===== config.mk =====
export PLATFORM = sky130hd
export DESIGN_NAME = perf_counter_bank
export DESIGN_NICKNAME = d
export VERILOG_FILES = /design/src/rtl/perf_pkg.sv /design/src/rtl/perf_cnt_slice.sv /design/src/rtl/perf_counter_bank.sv
export SDC_FILE = /design/constraint.sdc
export NUM_CORES = 1
export LEC_CHECK = 0
export BUFFER_PORTS_ARGS = -buffer_cell sky130_fd_sc_hd__buf_4
export CAP_MARGIN = 20
export CELL_PAD_IN_SITES_DETAIL_PLACEMENT = 0
export CELL_PAD_IN_SITES_GLOBAL_PLACEMENT = 1
export CORE_ASPECT_RATIO = 0.7
export CORE_UTILIZATION = 54
export CTS_CLUSTER_SIZE = 8
export DETAILED_ROUTE_END_ITERATION = 7
export HOLD_SLACK_MARGIN = 0.1
export PLACE_DENSITY_LB_ADDON = 0.1
export SETUP_SLACK_MARGIN = 0.5
export SLEW_MARGIN = 20
export SYNTH_ARGS = -nofsm -noshare
export SYNTH_HDL_FRONTEND = slang
export SYNTH_HIERARCHICAL = 1
export SYNTH_SLANG_ARGS = --single-unit

===== constraint.sdc =====
create_clock -name clk -period 3.8 [get_ports clk]
set_input_delay 0.19 -clock clk [delete_from_list [all_inputs] [get_ports clk]]
set_output_delay 0.19 -clock clk [all_outputs]
set_load 0.01 [all_outputs]

===== src/rtl/perf_pkg.sv =====
// perf_pkg: shared types and defaults for the performance-counter bank.
//   perf_cfg_t  - per-counter configuration {en, evt_sel}
//   DEF_*       - default parameter values for perf_counter_bank
//   perf_evt_e  - event-vector bit positions used by the core
package perf_pkg;

  localparam int DEF_NUM_CNT  = 8;
  localparam int DEF_NUM_EVT  = 8;
  localparam int DEF_CNT_W    = 32;
  localparam int DEF_SATURATE = 0;
  localparam int DEF_BASE_IDX = 0;
  localparam int DEF_STAT_IDX = 31;

  // evt_sel is always carried at the full 5-bit range so one slice type
  // serves every NUM_EVT; the top zero-extends the configured selection.
  typedef struct packed {
    logic       en;
    logic [4:0] evt_sel;
  } perf_cfg_t;

  typedef enum logic [4:0] {
    EVT_L1I_HIT = 5'd0,
    EVT_L1I_ACC = 5'd1,
    EVT_L1D_HIT = 5'd2,
    EVT_L1D_ACC = 5'd3,
    EVT_L2_HIT  = 5'd4,
    EVT_L2_ACC  = 5'd5,
    EVT_BR      = 5'd6,
    EVT_BR_MISS = 5'd7,
    EVT_STALL   = 5'd8
  } perf_evt_e;

endpackage


===== src/rtl/perf_cnt_slice.sv =====
// perf_cnt_slice: one performance counter.
// Owns the event-select mux, increment with wrap/saturate, sticky overflow,
// its configuration register and, when PERF_SNAPSHOT_EN is defined, a
// shadow copy of count and overflow.
// Ports:
//   clk, reset     clock, async active-high reset
//   evt            event strobes, zero-padded to 32 bits
//   cfg_hit        configuration write addressed to this counter
//   cfg_in         configuration to load on cfg_hit
//   clr            synchronous clear of count, overflow and shadow
//   freeze         hold the count
//   snap           copy live state into the shadow (snapshot builds)
//   rd_count       value presented to reads (live or shadow)
//   rd_ovf         overflow bit presented to reads (live or shadow)
module perf_cnt_slice
  import perf_pkg::*;
#(
  parameter int CNT_W    = DEF_CNT_W,
  parameter int SATURATE = DEF_SATURATE,
  parameter int RST_SEL  = 0
) (
  input  logic             clk,
  input  logic             reset,
  input  logic [31:0]      evt,
  input  logic             cfg_hit,
  input  perf_cfg_t        cfg_in,
  input  logic             clr,
  input  logic             freeze,
  input  logic             snap,
  output logic [CNT_W-1:0] rd_count,
  output logic             rd_ovf
);

  perf_cfg_t        cfg;
  logic [CNT_W-1:0] count;
  logic             ovf;
  logic             inc;

  assign inc = cfg.en && evt[cfg.evt_sel];

  always_ff @(posedge clk or posedge reset) begin
    if (reset) begin
      count <= '0;
      ovf   <= 1'b0;
      cfg   <= '{en: 1'b1, evt_sel: 5'(RST_SEL)};
    end else if (clr) begin
      count <= '0;
      ovf   <= 1'b0;
    end else if (cfg_hit) begin
      cfg   <= cfg_in;
      count <= '0;
      ovf   <= 1'b0;
    end else if (!freeze && inc) begin
      if (&count) begin
        ovf <= 1'b1;
        // saturating builds simply hold all-ones
        if (SATURATE == 0) count <= '0;
      end else begin
        count <= count + CNT_W'(1);
      end
    end
  end

`ifdef PERF_SNAPSHOT_EN
  logic [CNT_W-1:0] shadow;
  logic             shadow_ovf;

  // Captures the pre-edge count, so a coincident increment is not included.
  always_ff @(posedge clk or posedge reset) begin
    if (reset) begin
      shadow     <= '0;
      shadow_ovf <= 1'b0;
    end else if (clr) begin
      shadow     <= '0;
      shadow_ovf <= 1'b0;
    end else if (snap) begin
      shadow     <= count;
      shadow_ovf <= ovf;
    end
  end

  assign rd_count = shadow;
  assign rd_ovf   = shadow_ovf;
`else
  logic unused_snap;
  assign unused_snap = snap;
  assign rd_count    = count;
  assign rd_ovf      = ovf;
`endif

endmodule


===== src/rtl/perf_counter_bank.sv =====
// perf_counter_bank: parametrised bank of event counters with a
// combinational read port indexed by a 5-bit register number.
// Optional feature macro: PERF_SNAPSHOT_EN (shadow registers + snap).
// Ports:
//   clk          sole clock
//   reset        async active-high reset
//   evt_vec      per-cycle event strobes
//   cfg_we       write configuration of counter cfg_idx
//   cfg_idx      counter being configured (out-of-range ignored)
//   cfg_evt_sel  event index to count
//   cfg_en       counter enable
//   clr          clear counts, shadows and overflow bits
//   freeze       hold all counts
//   snap         capture snapshot (snapshot builds only)
//   read_src     read index
//   read_data    counter value / overflow status / 0
module perf_counter_bank
  import perf_pkg::*;
#(
  parameter int NUM_CNT  = DEF_NUM_CNT,
  parameter int NUM_EVT  = DEF_NUM_EVT,
  parameter int CNT_W    = DEF_CNT_W,
  parameter int SATURATE = DEF_SATURATE,
  parameter int BASE_IDX = DEF_BASE_IDX,
  parameter int STAT_IDX = DEF_STAT_IDX,
  localparam int IDX_W   = (NUM_CNT > 1) ? $clog2(NUM_CNT) : 1,
  localparam int SEL_W   = (NUM_EVT > 1) ? $clog2(NUM_EVT) : 1
) (
  input  logic               clk,
  input  logic               reset,
  input  logic [NUM_EVT-1:0] evt_vec,
  input  logic               cfg_we,
  input  logic [IDX_W-1:0]   cfg_idx,
  input  logic [SEL_W-1:0]   cfg_evt_sel,
  input  logic               cfg_en,
  input  logic               clr,
  input  logic               freeze,
  input  logic               snap,
  input  logic [4:0]         read_src,
  output logic [31:0]        read_data
);

  logic [31:0]      evt_pad;
  perf_cfg_t        cfg_in;
  logic [CNT_W-1:0] cnt_rd [NUM_CNT];
  logic [NUM_CNT-1:0] ovf_rd;

  // Padding lets an out-of-range selection read a constant 0 strobe.
  assign evt_pad = 32'(evt_vec);
  assign cfg_in  = '{en: cfg_en, evt_sel: 5'(cfg_evt_sel)};

  for (genvar i = 0; i < NUM_CNT; i++) begin : g_cnt
    perf_cnt_slice #(
      .CNT_W    (CNT_W),
      .SATURATE (SATURATE),
      .RST_SEL  (i % NUM_EVT)
    ) u_slice (
      .clk      (clk),
      .reset    (reset),
      .evt      (evt_pad),
      .cfg_hit  (cfg_we && (32'(cfg_idx) == i)),
      .cfg_in   (cfg_in),
      .clr      (clr),
      .freeze   (freeze),
      .snap     (snap),
      .rd_count (cnt_rd[i]),
      .rd_ovf   (ovf_rd[i])
    );
  end

  always_comb begin
    read_data = '0;
    if (read_src == 5'(STAT_IDX)) begin
      read_data = 32'(ovf_rd);
    end else begin
      for (int i = 0; i < NUM_CNT; i++) begin
        if (read_src == 5'(BASE_IDX + i)) read_data = 32'(cnt_rd[i]);
      end
    end
  end

endmodule


# After elaboration in Yosys (flattened, before gate mapping)
# Index checks and enable logic that the tools add are counted.
[word_totals]
reg_bits = 296
in_bits = 26
output_inout_bits = 32
wordCells = 220
[op_classes]
add_sub_neg = 8
order_cmp = 8
eq_ne = 15
n_mux = 89
bitwise_logic = 1
n_reduce_logical = 67
[op_table]
columns = ["cell", "n"]
rows = [
  ["2-to-1 mux 32 bit", 41],
  ["adder 32 x 1 -> 32 bit, second input constant", 8],
  ["AND reduction 32 bit", 8],
  ["less-than comparator 3 x 6 -> 1 bit, second input constant", 8],
  ["nonzero test 3 bit", 16],
  ["2-to-1 mux 1 bit", 40],
  ["AND reduction 2 bit", 16],
  ["binary-select mux 1 bit (select 3 bit)", 8],
  ["logical AND 1 bit", 24],
  ["== test 5 x 3 -> 1 bit, second input constant", 4],
  ["== test 3 bit, second input constant", 4],
  ["== test 5 x 2 -> 1 bit, second input constant", 2],
  ["== test 3 x 2 -> 1 bit, second input constant", 2],
  ["== test 5 x 1 -> 1 bit, second input constant", 1],
  ["== test 5 bit, second input constant", 1],
  ["zero test 5 bit", 1],
  ["== test 3 x 1 -> 1 bit, second input constant", 1],
  ["zero test 3 bit", 1],
  ["zero test 1 bit", 1],
  ["inverter 1 bit", 1],
]

# Depth between registers and ports, before layout
[logic_depth]
depth_word = 10
depth_mapped = 10
ltp_nobuf = 7

# Modules after synthesis
# The synthesis kept the hierarchy.
[modules_own_cells]
columns = ["mod", "instances", "cells_each", "area_each_um2", "seq_area_each_um2"]
rows = [
  ["perf_cnt_slice (g_cnt[3].u_slice ...)", 3, 265, 2514.9, 979.7],
  ["perf_cnt_slice (g_cnt[1].u_slice ...)", 2, 265, 2513.7, 978.4],
  ["perf_cnt_slice (g_cnt[7].u_slice)", 1, 286, 2570.0, 980.9],
  ["perf_cnt_slice (g_cnt[2].u_slice)", 1, 264, 2568.7, 978.4],
  ["perf_cnt_slice (g_cnt[0].u_slice)", 1, 265, 2512.4, 977.2],
  ["perf_counter_bank", 1, 369, 2432.3, 0.0],
]

# Least setup slack after synthesis
# OpenSTA, ideal clock, no wires.
[synth_path]
path_kind = "reg2reg"
start = "reg g_cnt[3].u_slice/cfg[1] (netlist bit)"
end = "reg g_cnt[3].u_slice.count[8]"
setup_time_ns = 0.078
arrival_ns = 2.225
t_required_ns = 3.722
path_slack_ns = 1.497
path_stages_with_launch = 10
path_buffers = 3
synth_period_minus_slack_ns = 2.303
cell_sequence = "dfstp_2 > buf_6 > buf_12 > mux2i_1 > a2111oi_4 > and3_1 > o21ai_2 > buf_6 > or4_1 > a21oi_1"
[synth_via]
elab_chain_len = 5
[synth_rtl]
columns = ["element", "line", "text"]
rows = [
  ["start: declaration", "perf_cnt_slice.sv:34", "perf_cfg_t cfg;"],
  ["start signal: assignment", "perf_cnt_slice.sv:45", "cfg <= '{en: 1'b1, evt_sel: 5'(RST_SEL)};"],
  ["start signal: assignment", "perf_cnt_slice.sv:50", "cfg <= cfg_in;"],
  ["binary-select mux 1 bit (select 3 bit)", "perf_cnt_slice.sv:39", "assign inc = cfg.en && evt[cfg.evt_sel];"],
  ["2-to-1 mux 1 bit (not written as such)", "perf_cnt_slice.sv:39", ""],
  ["logical AND 1 bit", "perf_cnt_slice.sv:39", ""],
  ["logical AND 1 bit", "perf_cnt_slice.sv:53", "end else if (!freeze && inc) begin"],
  ["nonzero test 3 bit (no line)", "-", ""],
  ["end signal: assignment", "perf_cnt_slice.sv:59", "count <= count + CNT_W'(1);"],
  ["end: declaration", "perf_cnt_slice.sv:35", "logic [CNT_W-1:0] count;"],
]
# Every way passes these cells. The select of a mux whose other input is x is not followed.
# A chain may end at the register's enable or synchronous reset.

# Worst setup path in the final report
[layout_path]
start = "reg g_cnt[6].u_slice/cfg[1] (netlist bit)"
end = "reg g_cnt[6].u_slice.count[23]"
[layout_via]
elab_chain_len = 5
[layout_rtl]
columns = ["element", "line"]
rows = [
  ["start: declaration", "perf_cnt_slice.sv:34"],
  ["start signal: assignment", "perf_cnt_slice.sv:45"],
  ["start signal: assignment", "perf_cnt_slice.sv:50"],
  ["binary-select mux 1 bit (select 3 bit)", "perf_cnt_slice.sv:39"],
  ["2-to-1 mux 1 bit (not written as such)", "perf_cnt_slice.sv:39"],
  ["logical AND 1 bit", "perf_cnt_slice.sv:39"],
  ["logical AND 1 bit", "perf_cnt_slice.sv:53"],
  ["nonzero test 3 bit (no line)", "-"],
  ["end signal: assignment", "perf_cnt_slice.sv:59"],
  ["end: declaration", "perf_cnt_slice.sv:35"],
]
# Every way passes these cells. The select of a mux whose other input is x is not followed.

==> results.sh <==
export IMPL_maxSlewHeadroom=0.2055
export IMPL_tightestPinTransition_ns=1.183
export IMPL_vias_per_cell=6.820
export IMPL_grt_max_degree=106
export IMPL_rsz0062_at_grt="no"
export IMPL_cts_buffer_depth=3
export IMPL_outcome="finished with violations"
export IMPL_grt_antenna_before_repair=0
export IMPL_core_rowCount=62
export IMPL_core_area_sq_mm=0.04119
export IMPL_drt_iter0_drc=3225
export IMPL_path_clk_slew_ns=0.05
export IMPL_drive_gt1_frac=0.1313
export IMPL_io_pins=58
export IMPL_ir_drop_mv=0.3216
export IMPL_die_area_sq_mm=0.04279
export IMPL_cts_root_buf="clkbuf_16"
export IMPL_die_width_microns=246.8
export IMPL_crit_required_ns=4.23
export IMPL_wl_per_cell_microns=23.48
export IMPL_cts_buffers=44
export IMPL_fmax_mhz=334.0
export IMPL_finClkSkew_ns=0.01343
export IMPL_synthesis_area_sq_mm=0.02266
export IMPL_multiInputGateArea_sq_mm=0.01442
export IMPL_dpl_hpwl_microns=56240
export IMPL_powerDensity_mw_per_mm2=377.0
export IMPL_synth_seq_cells=312
export IMPL_fin_nets=2759
export IMPL_worstPathArrival_ns=3.43
export IMPL_comb_power_share=0.218
export IMPL_p_leak_nw=10.04
export IMPL_fin_hold_ws_ns=0.1915
export IMPL_pwr_share_seq=0.401
export IMPL_async_reset_ff_frac=1.000
export IMPL_setup_viol_count_final=0
export IMPL_diodes=0
export IMPL_vias=22410
export IMPL_clock_latency_ns=0.55
export IMPL_first_pass_iters=8
export IMPL_fin_crit_sh=0.7880
export IMPL_intPower_w=0.006442
export IMPL_worst_path_max_fanout=20
export IMPL_p_sw_frac=0.3250
export IMPL_synth_ff_type="dfrtp_1"
export IMPL_cap_viol_max_count=0
export IMPL_period_needed_ns=2.994
export IMPL_die_y_microns=173.4
export IMPL_fin_setup_tns_ns=0
export IMPL_fill_cells=3619
export IMPL_seq_area_frac_synth=0.3457
export IMPL_seqCellArea_sq_mm=0.007833
export IMPL_track_usage=0.3592
export IMPL_final_max_slew_violation_count=0
export IMPL_hold_class="primary input to asynchronous set/reset pin"
export IMPL_synth_avg_cell_area_sq_um=9.030
export IMPL_clock_sinks=312
export IMPL_routed_wl_microns=77140
export IMPL_io_buffers=56
export IMPL_synth_edf_count=0
export IMPL_end_kind="flip-flop"
export IMPL_hold_viol=0
export IMPL_switchingPower_w=0.003102
export IMPL_netlist_instances=2509
export IMPL_h_tree_depth=2
export IMPL_yosysUniqueCellTypes=88
export IMPL_violations="DRC"
export IMPL_synth_warnings=6
export IMPL_antenna_left=0
export IMPL_crit_path_start_kind="flip-flop"
export IMPL_overflow=0
export IMPL_syn_to_final_growth_pct=11.75
export IMPL_critPathKind="flip-flop to flip-flop"
export IMPL_cts_tree="built"
export IMPL_clkPwrFrac=0.381
export IMPL_grt_first_pass_wirelength_microns=119500
export IMPL_initial_core_util=0.5500
export IMPL_route_detailed_drc=6
export IMPL_place_congestion=0.9780
export IMPL_grt_pass1_vias=20420
[metrics by stage]
| stage | utilization | worst slack (ns) | cell area (sq um) | std cells | power [W] |
|---|---|---|---|---|---|
| after floorplan | - | 1.497 | 23430 | 2716 | 0.005417 |
| after global placement | 0.5841 | 0.8315 | 24060 | 3218 | 0.005796 |
| after detailed placement | 0.5841 | 0.7722 | 24060 | 3218 | 0.005848 |
| after CTS | 0.6143 | 0.7382 | 25300 | 3286 | 0.009500 |
| after global routing | 0.6146 | 0.6848 | 25320 | 3286 | 0.009924 |
| final | 0.6146 | 0.8056 | 25320 | 3286 | 0.009544 |
[critical path, stage by stage (launching register included)]
cell and delay [ns]:
dfstp_2 0.76, mux2i_1 0.34, a2111oi_4 0.11, and3_1 0.29, o21ai_2 0.77, nor3_1 0.29
a32o_1 0.29
[power groups by stage]
| stage | registers [W] | logic [W] | clock network (W) |
|---|---|---|---|
| after floorplan | 0.00371 | 0.00171 | 0 |
| after global placement | 0.00386 | 0.00193 | 0 |
| after detailed placement | 0.00388 | 0.00197 | 0 |
| after CTS | 0.00383 | 0.00198 | 0.00369 |
| after global routing | 0.00387 | 0.00222 | 0.00383 |
| final | 0.00383 | 0.00208 | 0.00364 |
[logic make-up (layout without fill, tap and decap cells)]
| logic type | Yosys count | count (layout) | synth area share |
|---|---|---|---|
| mux | 202 | 202 | 0.1132 |
| flops | 312 | 312 | 0.3457 |
| xor+xnor | 15 | 15 | 0.005799 |
| simple gates | 1067 | 1067 | 0.2537 |
| fa+ha+maj | 8 | 8 | 0.004418 |
| compound gates | 692 | 692 | 0.2242 |
| other cells | 1 | 208 | 0.0001655 |
| buf+inv | 212 | 238 | 0.05280 |
[metal layers]
metal,global-route usage,part of all wire
met1,0.5661,0.45
met2,0.4782,0.40
met3,0.09396,0.12
met4,0.09028,0.024
met5,0,0
[cells in the final DEF (no fill, tap or decap), types with 81 or more instances in the layout]
cell | Yosys | layout
dfrtp_1 | 292 | 292
nand2_1 | 258 | 258
conb_1 | 1 | 208
nand3_1 | 144 | 144
o21ai_0 | 136 | 136
buf_4 | 15 | 129
nor2_1 | 120 | 120
a21oi_1 | 117 | 117
mux2i_1 | 113 | 113
nor3_1 | 83 | 81
[synthesized netlist by cell type (all sizes together) (71+ instances only)]
cell	n	area share
dfrtp	292	0.32
nand2	264	0.044
nand3	148	0.034
o21ai	146	0.033
a21oi	124	0.029
nor2	121	0.020
mux2i	113	0.050
buf	98	0.034
nor3	85	0.019
a32o	74	0.033
clkbuf	74	0.012
nand4	71	0.020
[flip-flops by register name (all words and copies together), names as in the netlist]
signal,cells
g_cnt.u_slice/rd_count,256
g_cnt.u_slice/rd_ovf,8
g_cnt.u_slice/cfg,48
[final timing paths]
check | startpoint | to | slack [ns] | depth (start not counted)
hold reg to reg | g_cnt[4].u_slice/rd_ovf | g_cnt[4].u_slice/rd_ovf | 0.51 | 2
max in group asynchronous | reset | g_cnt[6].u_slice/rd_count[15] | 2.81 | 4
setup reg to reg | g_cnt[6].u_slice/cfg[1] | g_cnt[6].u_slice/rd_count[23] | 0.81 | 6
hold / removal | reset | g_cnt[6].u_slice/cfg[0] | 0.19 | 3
setup / recovery | g_cnt[6].u_slice/cfg[1] | g_cnt[6].u_slice/rd_count[23] | 0.81 | 6
min in group clk | cfg_idx[1] | g_cnt[7].u_slice/rd_count[20] | 0.30 | 5
[what timing repair did]
item	4_1_cts	5_1_grt
setup buffers	0	0
setup endpoints to repair	0	2
gates resized for setup	0	1
hold buffers	5	0
hold endpoints to repair	326	0
[layout make-up]
type | count | area share
inverter | 40 | 0.005930
timing repair buffer | 135 | 0.04102
sequential | 312 | 0.3094
clock buffer | 63 | 0.04715
tap | 544 | 0.02688
multi-input combinational | 2192 | 0.5697
(Power assumes the default switching activity.)
